--- config.mk ---
export PLATFORM = sky130hd
export DESIGN_NAME = disparity_search_ctrl_flat
export DESIGN_NICKNAME = d
export VERILOG_FILES = /design/src/rtl/disparity_search_ctrl_pkg.sv /design/src/rtl/disparity_search_ctrl_if.sv /design/src/rtl/disparity_search_ctrl_min_tracker.sv /design/src/rtl/disparity_search_ctrl.sv /design/src/flat_wrapper.sv
export SDC_FILE = /design/constraint.sdc
export NUM_CORES = 1
export LEC_CHECK = 0
export ABC_AREA = 1
export BUFFER_PORTS_ARGS = -buffer_cell sky130_fd_sc_hd__buf_2
export CELL_PAD_IN_SITES_DETAIL_PLACEMENT = 0
export CELL_PAD_IN_SITES_GLOBAL_PLACEMENT = 1
export CORE_UTILIZATION = 35
export DETAILED_ROUTE_END_ITERATION = 10
export PLACE_DENSITY = 0.81
export SKIP_CTS_REPAIR_TIMING = 1
export SLEW_MARGIN = 30
export SYNTH_ARGS = -nofsm -noshare
export SYNTH_HDL_FRONTEND = slang
export SYNTH_SLANG_ARGS = --single-unit
--- constraint.sdc ---
create_clock -name clk -period 2.4 [get_ports clk]
set_input_delay 0.36 -clock clk [delete_from_list [all_inputs] [get_ports clk]]
set_output_delay 0.36 -clock clk [all_outputs]
set_load 0.03 [all_outputs]
--- src/rtl/disparity_search_ctrl_pkg.sv ---
// disp_pkg: shared widths, state encoding and cost ceiling for the disparity search blocks
package disp_pkg;
    localparam int COST_W = 18;
    localparam int DISP_W = 6;
    localparam logic [COST_W-1:0] COST_MAX = '1;
    typedef enum logic [1:0] {IDLE, RUN, DONE} state_t;
endpackage

--- src/rtl/disparity_search_ctrl_if.sv ---
// disparity_search_ctrl_if: control, cost-unit request/return and result signals of the search controller
interface disparity_search_ctrl_if;
    import disp_pkg::*;
    logic start;
    logic [DISP_W-1:0] cfg_max_disp;
    logic busy;
    logic req_valid;
    logic [DISP_W-1:0] req_disp;
    logic req_ready;
    logic cost_valid;
    logic [COST_W-1:0] cost;
    logic [DISP_W-1:0] cost_disp;
    logic done;
    logic [COST_W-1:0] best_cost;
    logic [DISP_W-1:0] best_disp;
    logic err;
    modport master (
        input start, cfg_max_disp, req_ready, cost_valid, cost, cost_disp,
        output busy, req_valid, req_disp, done, best_cost, best_disp, err
    );
    modport slave (
        output start, cfg_max_disp, req_ready, cost_valid, cost, cost_disp,
        input busy, req_valid, req_disp, done, best_cost, best_disp, err
    );
endinterface

--- src/rtl/disparity_search_ctrl_min_tracker.sv ---
// min_tracker: registered running minimum with strict-less update, so ties keep the earlier index
module min_tracker #(
    parameter int VAL_W = 18,
    parameter int IDX_W = 6
) (
    input  logic             clk,
    input  logic             rst,
    input  logic             init,
    input  logic             upd,
    input  logic [VAL_W-1:0] val,
    input  logic [IDX_W-1:0] idx,
    output logic [VAL_W-1:0] min_val,
    output logic [IDX_W-1:0] min_idx
);
    always_ff @(posedge clk) begin
        if (rst || init) begin
            min_val <= '1;
            min_idx <= '0;
        end else if (upd && val < min_val) begin
            min_val <= val;
            min_idx <= idx;
        end
    end
endmodule

--- src/rtl/disparity_search_ctrl.sv ---
// disparity_search_ctrl: issues disparities 0..max_disp to the cost unit and reports the lowest returned cost
module disparity_search_ctrl
    import disp_pkg::*;
#(
    parameter int MAX_OUTSTANDING = 8
) (
    input logic clk,
    input logic rst,
    disparity_search_ctrl_if.master bus
);
    localparam int OUT_W = $clog2(MAX_OUTSTANDING + 1);
    state_t state, nxt;
    logic [DISP_W:0] issue_cnt, ret_cnt;
    logic [OUT_W-1:0] outstanding;
    logic [DISP_W-1:0] max_disp;
    logic accept, issue, ret_ok, ret_last;
    always_comb begin
        accept = state == IDLE && bus.start;
        ret_ok = state == RUN && bus.cost_valid && outstanding != '0;
        ret_last = ret_ok && ret_cnt == {1'b0, max_disp};
        bus.req_valid = state == RUN && issue_cnt <= {1'b0, max_disp} && outstanding < OUT_W'(MAX_OUTSTANDING);
        issue = bus.req_valid && bus.req_ready;
        bus.req_disp = issue_cnt[DISP_W-1:0];
        bus.busy = state == RUN;
        bus.done = state == DONE;
        nxt = accept ? RUN : ret_last ? DONE : state == DONE ? IDLE : state;
    end
    always_ff @(posedge clk) begin
        if (rst) begin
            state <= IDLE;
            issue_cnt <= '0;
            ret_cnt <= '0;
            outstanding <= '0;
            max_disp <= '0;
            bus.err <= 1'b0;
        end else if (accept) begin
            state <= nxt;
            issue_cnt <= '0;
            ret_cnt <= '0;
            outstanding <= '0;
            max_disp <= bus.cfg_max_disp;
            bus.err <= 1'b0;
        end else begin
            state <= nxt;
            if (issue) issue_cnt <= issue_cnt + 1'b1;
            if (ret_ok) ret_cnt <= ret_cnt + 1'b1;
            if (issue != ret_ok) outstanding <= issue ? outstanding + 1'b1 : outstanding - 1'b1;
            if (bus.cost_valid && !ret_ok) bus.err <= 1'b1;
        end
    end
    min_tracker #(.VAL_W(COST_W), .IDX_W(DISP_W)) u_min (
        .clk(clk),
        .rst(rst),
        .init(accept),
        .upd(ret_ok),
        .val(bus.cost),
        .idx(bus.cost_disp),
        .min_val(bus.best_cost),
        .min_idx(bus.best_disp)
    );
endmodule

--- src/flat_wrapper.sv ---
// flat-port wrapper written by rule: the top's interface ports become plain ports
module disparity_search_ctrl_flat import disp_pkg::*;
#(
    parameter int MAX_OUTSTANDING = 8
)
  (clk, rst, bus_start, bus_cfg_max_disp, bus_req_ready, bus_cost_valid, bus_cost, bus_cost_disp, bus_busy, bus_req_valid, bus_req_disp, bus_done, bus_best_cost, bus_best_disp, bus_err);
  disparity_search_ctrl_if bus_i ();
  input logic clk;
  input logic rst;
  input wire logic [$bits(bus_i.start)-1:0] bus_start;
  input wire logic [$bits(bus_i.cfg_max_disp)-1:0] bus_cfg_max_disp;
  input wire logic [$bits(bus_i.req_ready)-1:0] bus_req_ready;
  input wire logic [$bits(bus_i.cost_valid)-1:0] bus_cost_valid;
  input wire logic [$bits(bus_i.cost)-1:0] bus_cost;
  input wire logic [$bits(bus_i.cost_disp)-1:0] bus_cost_disp;
  output wire logic [$bits(bus_i.busy)-1:0] bus_busy;
  output wire logic [$bits(bus_i.req_valid)-1:0] bus_req_valid;
  output wire logic [$bits(bus_i.req_disp)-1:0] bus_req_disp;
  output wire logic [$bits(bus_i.done)-1:0] bus_done;
  output wire logic [$bits(bus_i.best_cost)-1:0] bus_best_cost;
  output wire logic [$bits(bus_i.best_disp)-1:0] bus_best_disp;
  output wire logic [$bits(bus_i.err)-1:0] bus_err;
  assign bus_i.start = bus_start;
  assign bus_i.cfg_max_disp = bus_cfg_max_disp;
  assign bus_i.req_ready = bus_req_ready;
  assign bus_i.cost_valid = bus_cost_valid;
  assign bus_i.cost = bus_cost;
  assign bus_i.cost_disp = bus_cost_disp;
  assign bus_busy = bus_i.busy;
  assign bus_req_valid = bus_i.req_valid;
  assign bus_req_disp = bus_i.req_disp;
  assign bus_done = bus_i.done;
  assign bus_best_cost = bus_i.best_cost;
  assign bus_best_disp = bus_i.best_disp;
  assign bus_err = bus_i.err;
  disparity_search_ctrl #(.MAX_OUTSTANDING(MAX_OUTSTANDING)) u_core (.clk(clk), .rst(rst), .bus(bus_i));
endmodule
==> results.toml, run 1 <==
[placement]
place_inst = 563
place_congestion = 0.786
numPortBuffers = 68
pre_cts_slack_ps = 174
dp_hpwl_mm = 5.05

[yosys]
ys_warn_count = 0
yosys.area.top_type = "dfxtp_1"
synth_top_family_by_area = "simple AND/OR/NAND/NOR gates"
synthCells = 402
synth_compound_area_share_pct = 9.05
syn_nets = 465
synth_area_leaders = "dfxtp_1 34%, ha_1 11%, nand2_1 10%"
avgSynthCellArea_um2 = 7.39
synthXorXnorAreaFrac_pct = 1.77
synth_seq_cells = 51
ys_seq_area_share_pct = 34.4
synthAdderAreaFrac_pct = 12.0
yosys.area_share.simple_pct = 30.6
ys_types = 36
yosys.area.top_type_share_pct = 34.4
syn_area_mm2 = 0.00297
synth_mux_area_share_pct = 0

[worst_setup_path]
r2r_cells = 15
startpoint_type = "flip-flop"
crit_slowest_cell = "dfxtp_2"
cpMostUsedCell = "nand2_1"
cp_data_required_time_ps = 2040
critPathCaptureType = "primary output"
slowest_delay_ps = 340
critPathTopFamily = "simple AND/OR/NAND/NOR gates"
critical_path_buf_inv_count = 3
reg2reg_slack_ps = 260
cp_cell_sequence = "inv_1, ha_1, nand2_1, nand2_1, a21oi_1, nand2_1, nand2_2, buf_4, nand2_1, nor2_1, buf_2"
worst_ep_arrival_time_ps = 1840
criticalPathCategory = "reg2out"
critPathMaxFanout = 3
path_depth = 11

[cts]
clk_latency_ps = 300
h-tree-depth = 2
cts_made_buffers = 5
cts_num_sinks = 51
cts_tree = "yes"
clk_pin_slew_ps = 100
clock_path_buffers = 2
cts-root-buf = "clkbuf_8"

[die]
die_w_um = 94.1
fp.dieH_um = 94.1
io_pins = 69
start_util_pct = 36.2
placementRows = 33
die-area_mm2 = 0.00886
core_mm2 = 0.00822

[detailed_routing]
wl_per_cell_um = 11.8
ant_nets = 0
via_per_inst = 4.73
drt_iter0_markers = 75
wirelength_mm = 6.76
dr.pass1.iters = 4
vias = 2703
route.detailed.drc = 0

[power]
peakVddDrop_v = 0.000253
intPower_mw = 1.20
clkPwrFrac_pct = 28.9
p_seq_share_pct = 52.3
p_switching_mw = 0.514
sw_frac_of_total_pct = 30.0
p_comb_share_pct = 18.8
cellPowerDensity_mw_per_mm2 = 490
p_leak_nw = 1.86

[sta]
finalCriticalPeriod_ps = 2200
fmax_mhz = 454
timing.slew.headroom_pct = 77.7
slew_viol_final = 0
hold_viol = 0
clock_skew_ps = 8.02
finalCritPeriodShare_pct = 91.9
tns_ps = 0
max_slew.worst_pin.slew_ps = 334
setup_viol = 0
layout_setup_ws_ps = 196

[grt]
grt_pass1_wl_mm = 11.1
antenna_found_initial = 0
grt_max_degree = 25
grt_pass1_vias = 2400
grtUsageTotal_pct = 15.7
gr-total-overflow = 0

[layout]
final_cell_mix = "82 x nand2_1, 68 x buf_2, 52 x inv_1"
final_common_cell = "nand2_1"
drive_gt1_share_pct = 23.3
finalNetCount = 529
area_delta_synth_final_pct = 17.8
final_cells = 572
antennaDiodeCount = 0

[run_status]
outcome = "finished clean"

[min_path]
holdPathStages = 3
hold_class = "in2reg"

[run]
cap_viol_max_count = 0
-- cell families (layout without fill, tap and decap cells) --
logic type	Yosys count	count (layout)
simple gates	191	191
buf+inv	77	142
flops	51	51
compound gates	49	49
fa+ha+maj	28	28
xor+xnor	6	6
-- sequential cells by signal, summed over array words and instances (netlist names) --
signal                flops
u_core.ret_cnt            7
u_core.outstanding        4
u_core.u_min.min_idx      6
u_core.bus.err            1
u_core.issue_cnt          7
u_core.u_min.min_val     18
u_core.max_disp           6
u_core.state              2
-- layer usage --
layer | wire, um | vias to the layer above | global-route usage [%]
li1 | - | 1433 | -
met1 | 3260 | 1219 | 20.5
met2 | 3210 | 47 | 26.3
met3 | 257 | 4 | 3.16
met4 | 36 | 0 | 3.85
met5 | 0 | - | 0
-- power groups by stage --
stage | sequential [mW] | combinational, mW | clock, mW
after global placement | 0.914 | 0.309 | 0
after detailed placement | 0.915 | 0.313 | 0
after floorplan | 0.933 | 0.202 | 0
final | 0.896 | 0.322 | 0.496
after global routing | 0.901 | 0.367 | 0.547
after CTS | 0.896 | 0.314 | 0.519
-- synthesized netlist by cell type, drive strengths merged --
master,n
nor3,8
inv,57
and2,1
nand4,24
o21a,1
a211oi,5
clkbuf,3
and2b,1
xnor2,1
ha,27
nor3b,1
dfxtp,51
o21ai,15
xor2,5
or2,1
nand2,84
buf,17
a21o,1
nor2,45
nor4,1
a21oi,25
o22ai,2
fa,1
nand3,25
-- path summary, 6_finish.rpt --
kind,end,startpoint
min,u_core.u_min.min_idx[4],bus_cost_disp[4]
min reg2reg,u_core.state[1],u_core.state[1]
max,bus_req_valid,u_core.max_disp[4]
max reg2reg,u_core.outstanding[3],u_core.max_disp[4]
-- worst min-delay path: stages --
cell and delay, ps:
buf_2 70, nor2_1 30, nor2_1 80
-- area by class of cell --
| class | count | area (um2) |
|---|---|---|
| fill | 890 | 4720 |
| multi-input combinational | 274 | 1630 |
| sequential | 51 | 1020 |
| timing repair buffer | 77 | 420 |
| inverter | 57 | 214 |
| tap | 105 | 131 |
| clock buffer | 7 | 76.3 |
| clock inverter | 1 | 5.00 |
-- stage by stage --
step | cell area, um2 | power, mW | utilization [%] | hold WS (ps)
2_1_floorplan | 2970 | 1.14 | - | 444
3_3_place_gp | 3370 | 1.22 | 41.0 | 451
3_5_place_dp | 3370 | 1.23 | 41.0 | 458
4_1_cts | 3450 | 1.73 | 42.0 | 260
5_1_grt | 3500 | 1.82 | 42.6 | 271
6_report | 3500 | 1.71 | 42.6 | 271
(Power assumes the default switching activity.)
==> run 2, diff against run 1 <==
--- a/config.mk
+++ b/config.mk
@@ -9,9 +9,9 @@
 export BUFFER_PORTS_ARGS = -buffer_cell sky130_fd_sc_hd__buf_2
 export CELL_PAD_IN_SITES_DETAIL_PLACEMENT = 0
 export CELL_PAD_IN_SITES_GLOBAL_PLACEMENT = 1
-export CORE_UTILIZATION = 35
+export CORE_UTILIZATION = 39
 export DETAILED_ROUTE_END_ITERATION = 10
-export PLACE_DENSITY = 0.81
+export PLACE_DENSITY = 0.88
 export SKIP_CTS_REPAIR_TIMING = 1
 export SLEW_MARGIN = 30
 export SYNTH_ARGS = -nofsm -noshare
==> run 2 against run 1 <==
First-iteration DRC count is 23% higher. Count of clock-buffer cells in the layout is 1 lower. Total power is 7.0% higher. Die area is 10% lower. Clock skew is 1.8 ps lower. Non-clock buffer count is 2 lower. Clock power is 26% higher. Register-to-register slack worse by 80 ps. Utilization is 5.2 points higher. Final area is 0.39% lower. Critical path type is now reg2reg. Highest routed layer unchanged.
==> results.toml, run 2 (synthesis results as in run 1) <==
[sta]
finalCriticalPeriod_ps = 2220
max_slew.worst_pin.slew_ps = 343
slew_viol_final = 0
setup_viol = 0
finalCritPeriodShare_pct = 92.3
clock_skew_ps = 6.26
timing.slew.headroom_pct = 77.1
fmax_mhz = 451
hold_viol = 0

[detailed_routing]
wl_per_cell_um = 11.5
ant_nets = 0
via_per_inst = 4.71
vias = 2656
wirelength_mm = 6.50
route.detailed.drc = 0
drt_iter0_markers = 92
dr.pass1.iters = 4

[die]
die-area_mm2 = 0.00797
io_pins = 69
core_mm2 = 0.00729
placementRows = 31
die_w_um = 89.3
fp.dieH_um = 89.3
start_util_pct = 40.8

[layout]
reg_top3 = "u_core.u_min.min_val: 18 flops, u_core.issue_cnt: 7 flops, u_core.ret_cnt: 7 flops"
seqCellArea_mm2 = 0.00102
largest_register = "u_core.u_min.min_val"
largest_register_ffs = 18
antennaDiodeCount = 0
final_common_cell = "nand2_1"
fillers = 772
finalNetCount = 527
final_cells = 564
final_core_util_pct = 47.8
final_cell_mix = "82 x nand2_1, 68 x buf_2, 52 x inv_1"
area_delta_synth_final_pct = 17.3
drive_gt1_share_pct = 22.6
multi_input_area_mm2 = 0.00160

[worst_setup_path]
reg2reg_slack_ps = 180
startpoint = "u_core.max_disp[2]"
criticalPathCategory = "reg2reg"
critPathMaxFanout = 4
r2r_cells = 14
r2r-start = "u_core.max_disp[2]"
startpoint_type = "flip-flop"
rr_endpoint = "u_core.outstanding[3]"
worst_ep_arrival_time_ps = 2420
crit_path_end = "u_core.outstanding[3]"
critPathCaptureType = "flip-flop"
cp_data_required_time_ps = 2600

[cts]
cts_num_sinks = 51
cts_tree = "yes"
cts_made_buffers = 5
clk_latency_ps = 300
cts-root-buf = "clkbuf_8"
clock_path_buffers = 2
clk_pin_slew_ps = 100
h-tree-depth = 2

[power]
p_leak_nw = 1.87
peakVddDrop_v = 0.000292
cellPowerDensity_mw_per_mm2 = 526

[run]
cap_viol_max_count = 0

[grt]
antenna_found_initial = 0
gr-total-overflow = 0
grt_pass1_wl_mm = 10.8
grt_pass1_vias = 2351
grtUsageTotal_pct = 17.2
grt_max_degree = 26

[placement]
place_inst = 556
numPortBuffers = 68
place_congestion = 0.765
dp_hpwl_mm = 4.83

[min_path]
hold_class = "in2reg"

[run_status]
outcome = "finished clean"
-- run 2: cell types whose count changed in the layout (fill, tap and decap cells not counted), sizes merged --
cell    delta
buf        -2
bufinv     +1
clkbuf     -1
-- run 2: layout make-up --
cell class                 instances  area share (%)
clock inverter                     2            1.00
inverter                          57            6.14
timing repair buffer              75            11.6
multi-input combinational        274            46.0
clock buffer                       6            2.37
sequential                        51            29.3
tap                               99            3.55
-- run 2: through the flow --
step	setup TNS (ps)	hold WS, ps	worst slack [ps]	cell area (um2)	power (mW)
after floorplan	0	444	271	2970	1.14
after global placement	0	450	277	3350	1.22
after detailed placement	0	460	192	3350	1.23
after CTS	0	267	161	3470	1.86
after global routing	-32.5	275	-32.5	3490	1.94
final	0	277	184	3490	1.83
-- run 2: layer usage --
layer  GRT usage, %  share of wire [%]  vias to the layer above
li1               -                  -                     1427
met1           23.3                 50                     1175
met2           28.9                 46                       52
met3           2.77                3.8                        2
met4           3.90               0.46                        0
met5              0                  0                        -
-- run 2: worst max-delay path, stage by stage, from the launching register on --
cell     delay, ps
dfxtp_1        350
inv_1           60
ha_1           320
a21oi_2        150
nand2_1         60
nand2_1         50
nand2_1         60
nand2_2        120
nand3_4        100
ha_1           310
a21o_1         170
a21oi_1        130
nand3_1        110
nor2_1         100
nor2_1          50
-- run 2: how the worst min path moves through the flow --
stage,startpoint,end,slack (ps),cells past startpoint
after floorplan,u_core.ret_cnt[6],u_core.ret_cnt[6],440,2
after global placement,u_core.bus.err,u_core.bus.err,450,2
after detailed placement,u_core.state[1],u_core.state[1],460,2
after CTS,bus_cost_disp[2],u_core.u_min.min_idx[2],270,3
after global routing,bus_cost_disp[1],u_core.u_min.min_idx[1],280,3
final,bus_cost_disp[2],u_core.u_min.min_idx[2],280,3
-- run 2: power by group --
| part | internal, mW | total [mW] | switching (mW) | leakage [nW] |
|---|---|---|---|---|
| combinational | 0.115 | 0.315 | 0.200 | 1.39 |
| clock | 0.338 | 0.624 | 0.286 | 0.0612 |
| sequential | 0.874 | 0.895 | 0.0213 | 0.414 |
